==> src/rtl/fighter_fsm.sv <==
// fighter_fsm: per-player fighter state machine driven once per video frame
module fighter_fsm #(
    parameter logic [9:0] START_X   = 10'd100,
    parameter logic [9:0] Y_POS     = 10'd240,
    parameter logic [9:0] X_MAX     = 10'd576,
    parameter int         STEP_FWD  = 3,
    parameter int         STEP_BACK = 2,
    parameter int         N_START   = 5,
    parameter int         N_ACTIVE  = 2,
    parameter int         N_RECOV   = 16,
    parameter int         D_START   = 4,
    parameter int         D_ACTIVE  = 3,
    parameter int         D_RECOV   = 15,
    parameter int         HITSTUN   = 20,
    parameter int         BLOCKSTUN = 15
) (
    input  logic       clk,
    input  logic       rst,
    input  logic       frame_tick,
    input  logic       player_num,
    input  logic       btn_left,
    input  logic       btn_right,
    input  logic       btn_attack,
    input  logic       hit_in,
    input  logic [9:0] opp_x,
    output logic [9:0] x_pos,
    output logic [9:0] y_pos,
    output logic [2:0] state,
    output logic       attacking,
    output logic       dir_attacking
);
    typedef enum logic [2:0] {
        S_IDLE, S_FWD, S_BACK, S_HIT, S_BLOCK, S_START, S_ACT, S_REC
    } state_t;

    // Timed states load N-1 so that the exit tick is the one that sees zero
    localparam logic [4:0] NS_L = 5'(N_START - 1);
    localparam logic [4:0] NA_L = 5'(N_ACTIVE - 1);
    localparam logic [4:0] NR_L = 5'(N_RECOV - 1);
    localparam logic [4:0] DS_L = 5'(D_START - 1);
    localparam logic [4:0] DA_L = 5'(D_ACTIVE - 1);
    localparam logic [4:0] DR_L = 5'(D_RECOV - 1);
    localparam logic [4:0] HS_L = 5'(HITSTUN - 1);
    localparam logic [4:0] BS_L = 5'(BLOCKSTUN - 1);
    localparam logic signed [10:0] SF = 11'(STEP_FWD);
    localparam logic signed [10:0] SB = 11'(STEP_BACK);
    localparam logic signed [10:0] XM = $signed({1'b0, X_MAX});

    state_t            state_q, state_d;
    logic [4:0]        cnt_q, cnt_d;
    logic              typ_q, typ_d;
    logic [9:0]        x_q, x_d, x_step;
    logic              btn_q, atk_pend_q, hit_pend_q;
    logic              attacking_q, attacking_d, dir_attacking_q, dir_attacking_d;
    logic              l_only, r_only, fwd, back, atk_rise, in_atk;
    logic signed [10:0] xs, lim, xl;

    assign l_only   = btn_left & ~btn_right;
    assign r_only   = btn_right & ~btn_left;
    assign fwd      = player_num ? l_only : r_only;
    assign back     = player_num ? r_only : l_only;
    assign atk_rise = btn_attack & ~btn_q;

    // One walking step toward/away from the opponent, held off the opponent's hurtbox and the screen edges
    always_comb begin
        xs     = $signed({1'b0, x_q}) + (((fwd ^ player_num) ? 11'sd1 : -11'sd1) * (fwd ? SF : SB));
        lim    = player_num ? $signed({1'b0, opp_x}) + 11'sd64 : $signed({1'b0, opp_x}) - 11'sd64;
        xl     = ((!player_num && xs > lim) || (player_num && xs < lim)) ? lim : xs;
        x_step = (xl < 0) ? 10'd0 : (xl > XM) ? X_MAX : xl[9:0];
    end

    // Per-frame transition: hit beats attack beats movement
    always_comb begin
        state_d = state_q;
        cnt_d   = cnt_q;
        typ_d   = typ_q;
        x_d     = x_q;
        if (frame_tick) begin
            case (state_q)
                S_IDLE, S_FWD, S_BACK: begin
                    if (hit_pend_q) begin
                        state_d = back ? S_BLOCK : S_HIT;
                        cnt_d   = back ? BS_L : HS_L;
                    end else if (atk_pend_q) begin
                        state_d = S_START;
                        typ_d   = fwd;
                        cnt_d   = fwd ? DS_L : NS_L;
                    end else if (fwd || back) begin
                        state_d = fwd ? S_FWD : S_BACK;
                        x_d     = x_step;
                    end else begin
                        state_d = S_IDLE;
                    end
                end
                S_START, S_ACT, S_REC: begin
                    if (hit_pend_q) begin
                        state_d = S_HIT;
                        cnt_d   = HS_L;
                    end else if (cnt_q == 5'd0) begin
                        state_d = (state_q == S_START) ? S_ACT : (state_q == S_ACT) ? S_REC : S_IDLE;
                        cnt_d   = (state_q == S_START) ? (typ_q ? DA_L : NA_L) : (typ_q ? DR_L : NR_L);
                    end else begin
                        cnt_d = cnt_q - 5'd1;
                    end
                end
                default: begin
                    state_d = (cnt_q == 5'd0) ? S_IDLE : state_q;
                    cnt_d   = cnt_q - 5'd1;
                end
            endcase
        end
        in_atk          = state_d inside {S_START, S_ACT, S_REC};
        attacking_d     = in_atk & ~typ_d;
        dir_attacking_d = in_atk & typ_d;
    end

    // State, position and edge-captured request flags
    always_ff @(posedge clk or posedge rst) begin
        if (rst) begin
            state_q         <= S_IDLE;
            cnt_q           <= 5'd0;
            typ_q           <= 1'b0;
            x_q             <= START_X;
            btn_q           <= 1'b0;
            atk_pend_q      <= 1'b0;
            hit_pend_q      <= 1'b0;
            attacking_q     <= 1'b0;
            dir_attacking_q <= 1'b0;
        end else begin
            state_q         <= state_d;
            cnt_q           <= cnt_d;
            typ_q           <= typ_d;
            x_q             <= x_d;
            btn_q           <= btn_attack;
            atk_pend_q      <= frame_tick ? atk_rise : (atk_pend_q | atk_rise);
            hit_pend_q      <= frame_tick ? hit_in : (hit_pend_q | hit_in);
            attacking_q     <= attacking_d;
            dir_attacking_q <= dir_attacking_d;
        end
    end

    assign x_pos         = x_q;
    assign y_pos         = Y_POS;
    assign state         = state_q;
    assign attacking     = attacking_q;
    assign dir_attacking = dir_attacking_q;
endmodule

==> config.mk <==
export PLATFORM = sky130hd
export DESIGN_NAME = fighter_fsm
export DESIGN_NICKNAME = d
export VERILOG_FILES = /design/src/rtl/fighter_fsm.sv
export SDC_FILE = /design/constraint.sdc
export NUM_CORES = 1
export LEC_CHECK = 0
export BUFFER_PORTS_ARGS = -buffer_cell sky130_fd_sc_hd__buf_2
export CELL_PAD_IN_SITES_DETAIL_PLACEMENT = 2
export CELL_PAD_IN_SITES_GLOBAL_PLACEMENT = 2
export CORE_MARGIN = 10
export CORE_UTILIZATION = 37
export CTS_CLUSTER_DIAMETER = 50
export DETAILED_ROUTE_END_ITERATION = 8
export PLACE_DENSITY = 0.91
export SYNTH_ARGS = -nofsm -noshare
export SYNTH_HDL_FRONTEND = slang
export SYNTH_SLANG_ARGS = --single-unit
==> constraint.sdc <==
create_clock -name clk -period 7.8 [get_ports clk]
set_input_delay 0 -clock clk [delete_from_list [all_inputs] [get_ports clk]]
set_output_delay 0 -clock clk [all_outputs]
set_load 0.005 [all_outputs]
==> metrics.yaml <==
routabilityCongestion: 0.874
final_nets: 424
path_clk_slew_ps: 90
power_density_nw_per_um2: 363
synth_flop_cell: "dfrtp_1"
clk_latency_ps: 280
die_w_um: 107
final_common_cell: "nand2_1"
ys_seq_elements: 24
post-route-util_pct: 42.3
min_path_type: "input port to register"
post_route_cells_drive_above_1_share_pct: 16.0
tightest_slew_ps: 963
end_kind: "register"
hold_violations: 0
cts.sinks: 24
post-route-drc-count: 0
dr.pass1.iters: 4
ant_nets: 0
h-tree-depth: 1
tns_ps: 0
grt_max_degree: 25
vias_per_cell: 5.69
die_y_um: 107
pwr-share-seq_pct: 21.1
critical_path_class: "input port to register"
drv_slew: 0
power_frac_comb_pct: 70.9
period_minus_slack_ps: 5440
cp_max_fo: 12
sw_frac_of_total_pct: 51.8
design.die.area_um2: 11500
core_area_um2: 7330
synth.avg_cell_area_um2: 8.29
cts_buffer_depth: 2
required_ps: 7950
startpoint_type: "input port"
wl_per_cell_um: 20.8
fin_skew_ps: 2.28
max_cap_violations: 0
critPathArrivalTime_ps: 5600
drt_iter0_markers: 67
status: "finished clean"
leakage_nw: 1.47
antenna_found_initial: 0
diodes: 0
grt_pass1_wl_um: 16100
p_total_mw: 1.12
clkPwrFrac_pct: 8.0
cts_root_buf: "clkbuf_8"
grt_pass1_vias: 3055
io_buffers: 32
grt_overflow: 0
hpwl_um: 7700
whs_ps: 72.2
dr_total_vias: 2655
synth.cell_area_um2: 2820
synth_edf_count: 0
synth.distinct_cells: 74
p_int_mw: 0.541
yosysWarnings: 0
rsz0062_at_grt: "no"
cts_inserted_buffers: 3
io_pins: 43
timing.final.crit_share_pct: 69.8
grt_use_total_pct: 17.2
async_flop_share_pct: 100
fmax_mhz: 184
relSlewSlack_pct: 35.7
num_rows: 31
switchingPower_mw: 0.582
setup_viol: 0
cts_tree: "yes"
start_util_pct: 38.5
ys_seq_area_share_pct: 21.4
synth_cells: 340
syn_to_final_growth_pct: 9.94
final_cell_mix: "nand2_1 (37), ha_1 (35), buf_2 (32)"
vdd_drop_max_mv: 0.133
finalWirelength_um: 9710
==> Yosys cell counts (3+ instances only) <==
| master | instances | area [um^2] |
|---|---|---|
| buf_4 | 11 | 82.6 |
| nand2b_1 | 15 | 93.8 |
| xnor2_1 | 12 | 105 |
| dfrtp_1 | 21 | 526 |
| a21o_1 | 7 | 52.6 |
| a21oi_1 | 20 | 100 |
| o211ai_1 | 3 | 22.5 |
| nand3_1 | 7 | 35.0 |
| nand2_1 | 37 | 139 |
| inv_1 | 27 | 101 |
| clkbuf_1 | 6 | 22.5 |
| nor3_1 | 3 | 15.0 |
| o21ai_0 | 17 | 85.1 |
| nor2_1 | 24 | 90.1 |
| o21ai_1 | 12 | 60.1 |
| ha_1 | 35 | 438 |
| mux2i_1 | 4 | 40.0 |
| a32oi_1 | 6 | 52.6 |
| dfstp_2 | 3 | 78.8 |
==> flip-flops by register name (all words and copies together), names as in the netlist <==
name	cells
typ_q	1
cnt_q	5
btn_q	1
dir_attacking	1
x_pos	10
hit_pend_q	1
attacking	1
atk_pend_q	1
state	3
==> final timing paths <==
check	startpoint	to	slack (ps)	depth (start not counted)
worst max register to register	x_pos[2]$_DFFE_PP1P_	x_pos[1]$_DFFE_PP0P_	3020	17
max in group asynchronous	rst	btn_q$_DFF_PP0_	6740	3
worst max-delay path	btn_left	x_pos[1]$_DFFE_PP0P_	2360	22
worst min-delay path	opp_x[3]	x_pos[3]$_DFFE_PP0P_	70	3
min in group asynchronous	rst	cnt_q[3]$_DFFE_PP0P_	480	3
worst min register to register	x_pos[5]$_DFFE_PP1P_	x_pos[5]$_DFFE_PP1P_	530	2
==> cells by family (layout without fill, tap and decap cells) <==
family	count (synthesis)	count (layout)	synth area share (%)
AND/OR/NAND/NOR	107	107	18.8
AO/OA/AOI/OAI	102	102	26.6
multiplexers	7	7	3.42
buffers and inverters	47	67	8.08
flip-flops	24	24	21.4
XOR/XNOR	13	13	4.04
adder cells (fa/ha/maj)	38	38	17.3
other	2	10	0.266
==> metrics by stage <==
step                      instances  setup WS [ps]  area, um^2
after floorplan                 348           3400        2850
after global placement          460           2640        3010
after detailed placement        460           2150        3010
after CTS                       467           2340        3100
after global routing            467           1830        3100
final                           467           2360        3100
==> cell type report <==
class / instances / area [um^2]
Inverter: 27 / 101
Sequential cell: 24 / 604
Multi-Input combinational cell: 277 / 2020
Tap cell: 99 / 124
Clock buffer: 4 / 55.1
Fill cell: 844 / 4230
Timing Repair Buffer: 36 / 198
==> power by group through the flow <==
stage	clock network [mW]	registers [mW]	logic (mW)
2_1_floorplan	0	0.208	0.598
3_3_place_gp	0	0.233	0.748
5_1_grt	0.0985	0.245	0.893
3_5_place_dp	0	0.237	0.792
6_report	0.0903	0.237	0.797
4_1_cts	0.0913	0.235	0.800
==> critical path: stages <==
cell and delay, ps:
buf_2 110, nand2b_1 160, o21ai_0 580, inv_1 250
ha_1 380, xnor2_1 230, inv_1 110, fa_1 460
nand2b_2 230, a21oi_1 190, or2b_1 170, xnor2_1 180
inv_1 80, ha_1 320, nand4_1 160, o211ai_1 140
a221oi_1 380, a31oi_2 90, o221ai_4 220, mux2i_4 560
mux2i_4 440, o21ai_1 140
==> per-layer routing <==
metal | GRT usage (%) | up-vias | share of wire, %
li1 | - | 1256 | -
met1 | 19.1 | 1345 | 42
met2 | 32.7 | 39 | 54
met3 | 1.68 | 15 | 2.1
met4 | 6.19 | 0 | 2.3
met5 | 0 | - | 0
==> timing repair <==
action,in CTS,in global routing
hold endpoints to repair,24,0
buffers inserted,0,0
hold buffers,3,0
resized for setup,0,0
(Power assumes the default switching activity.)
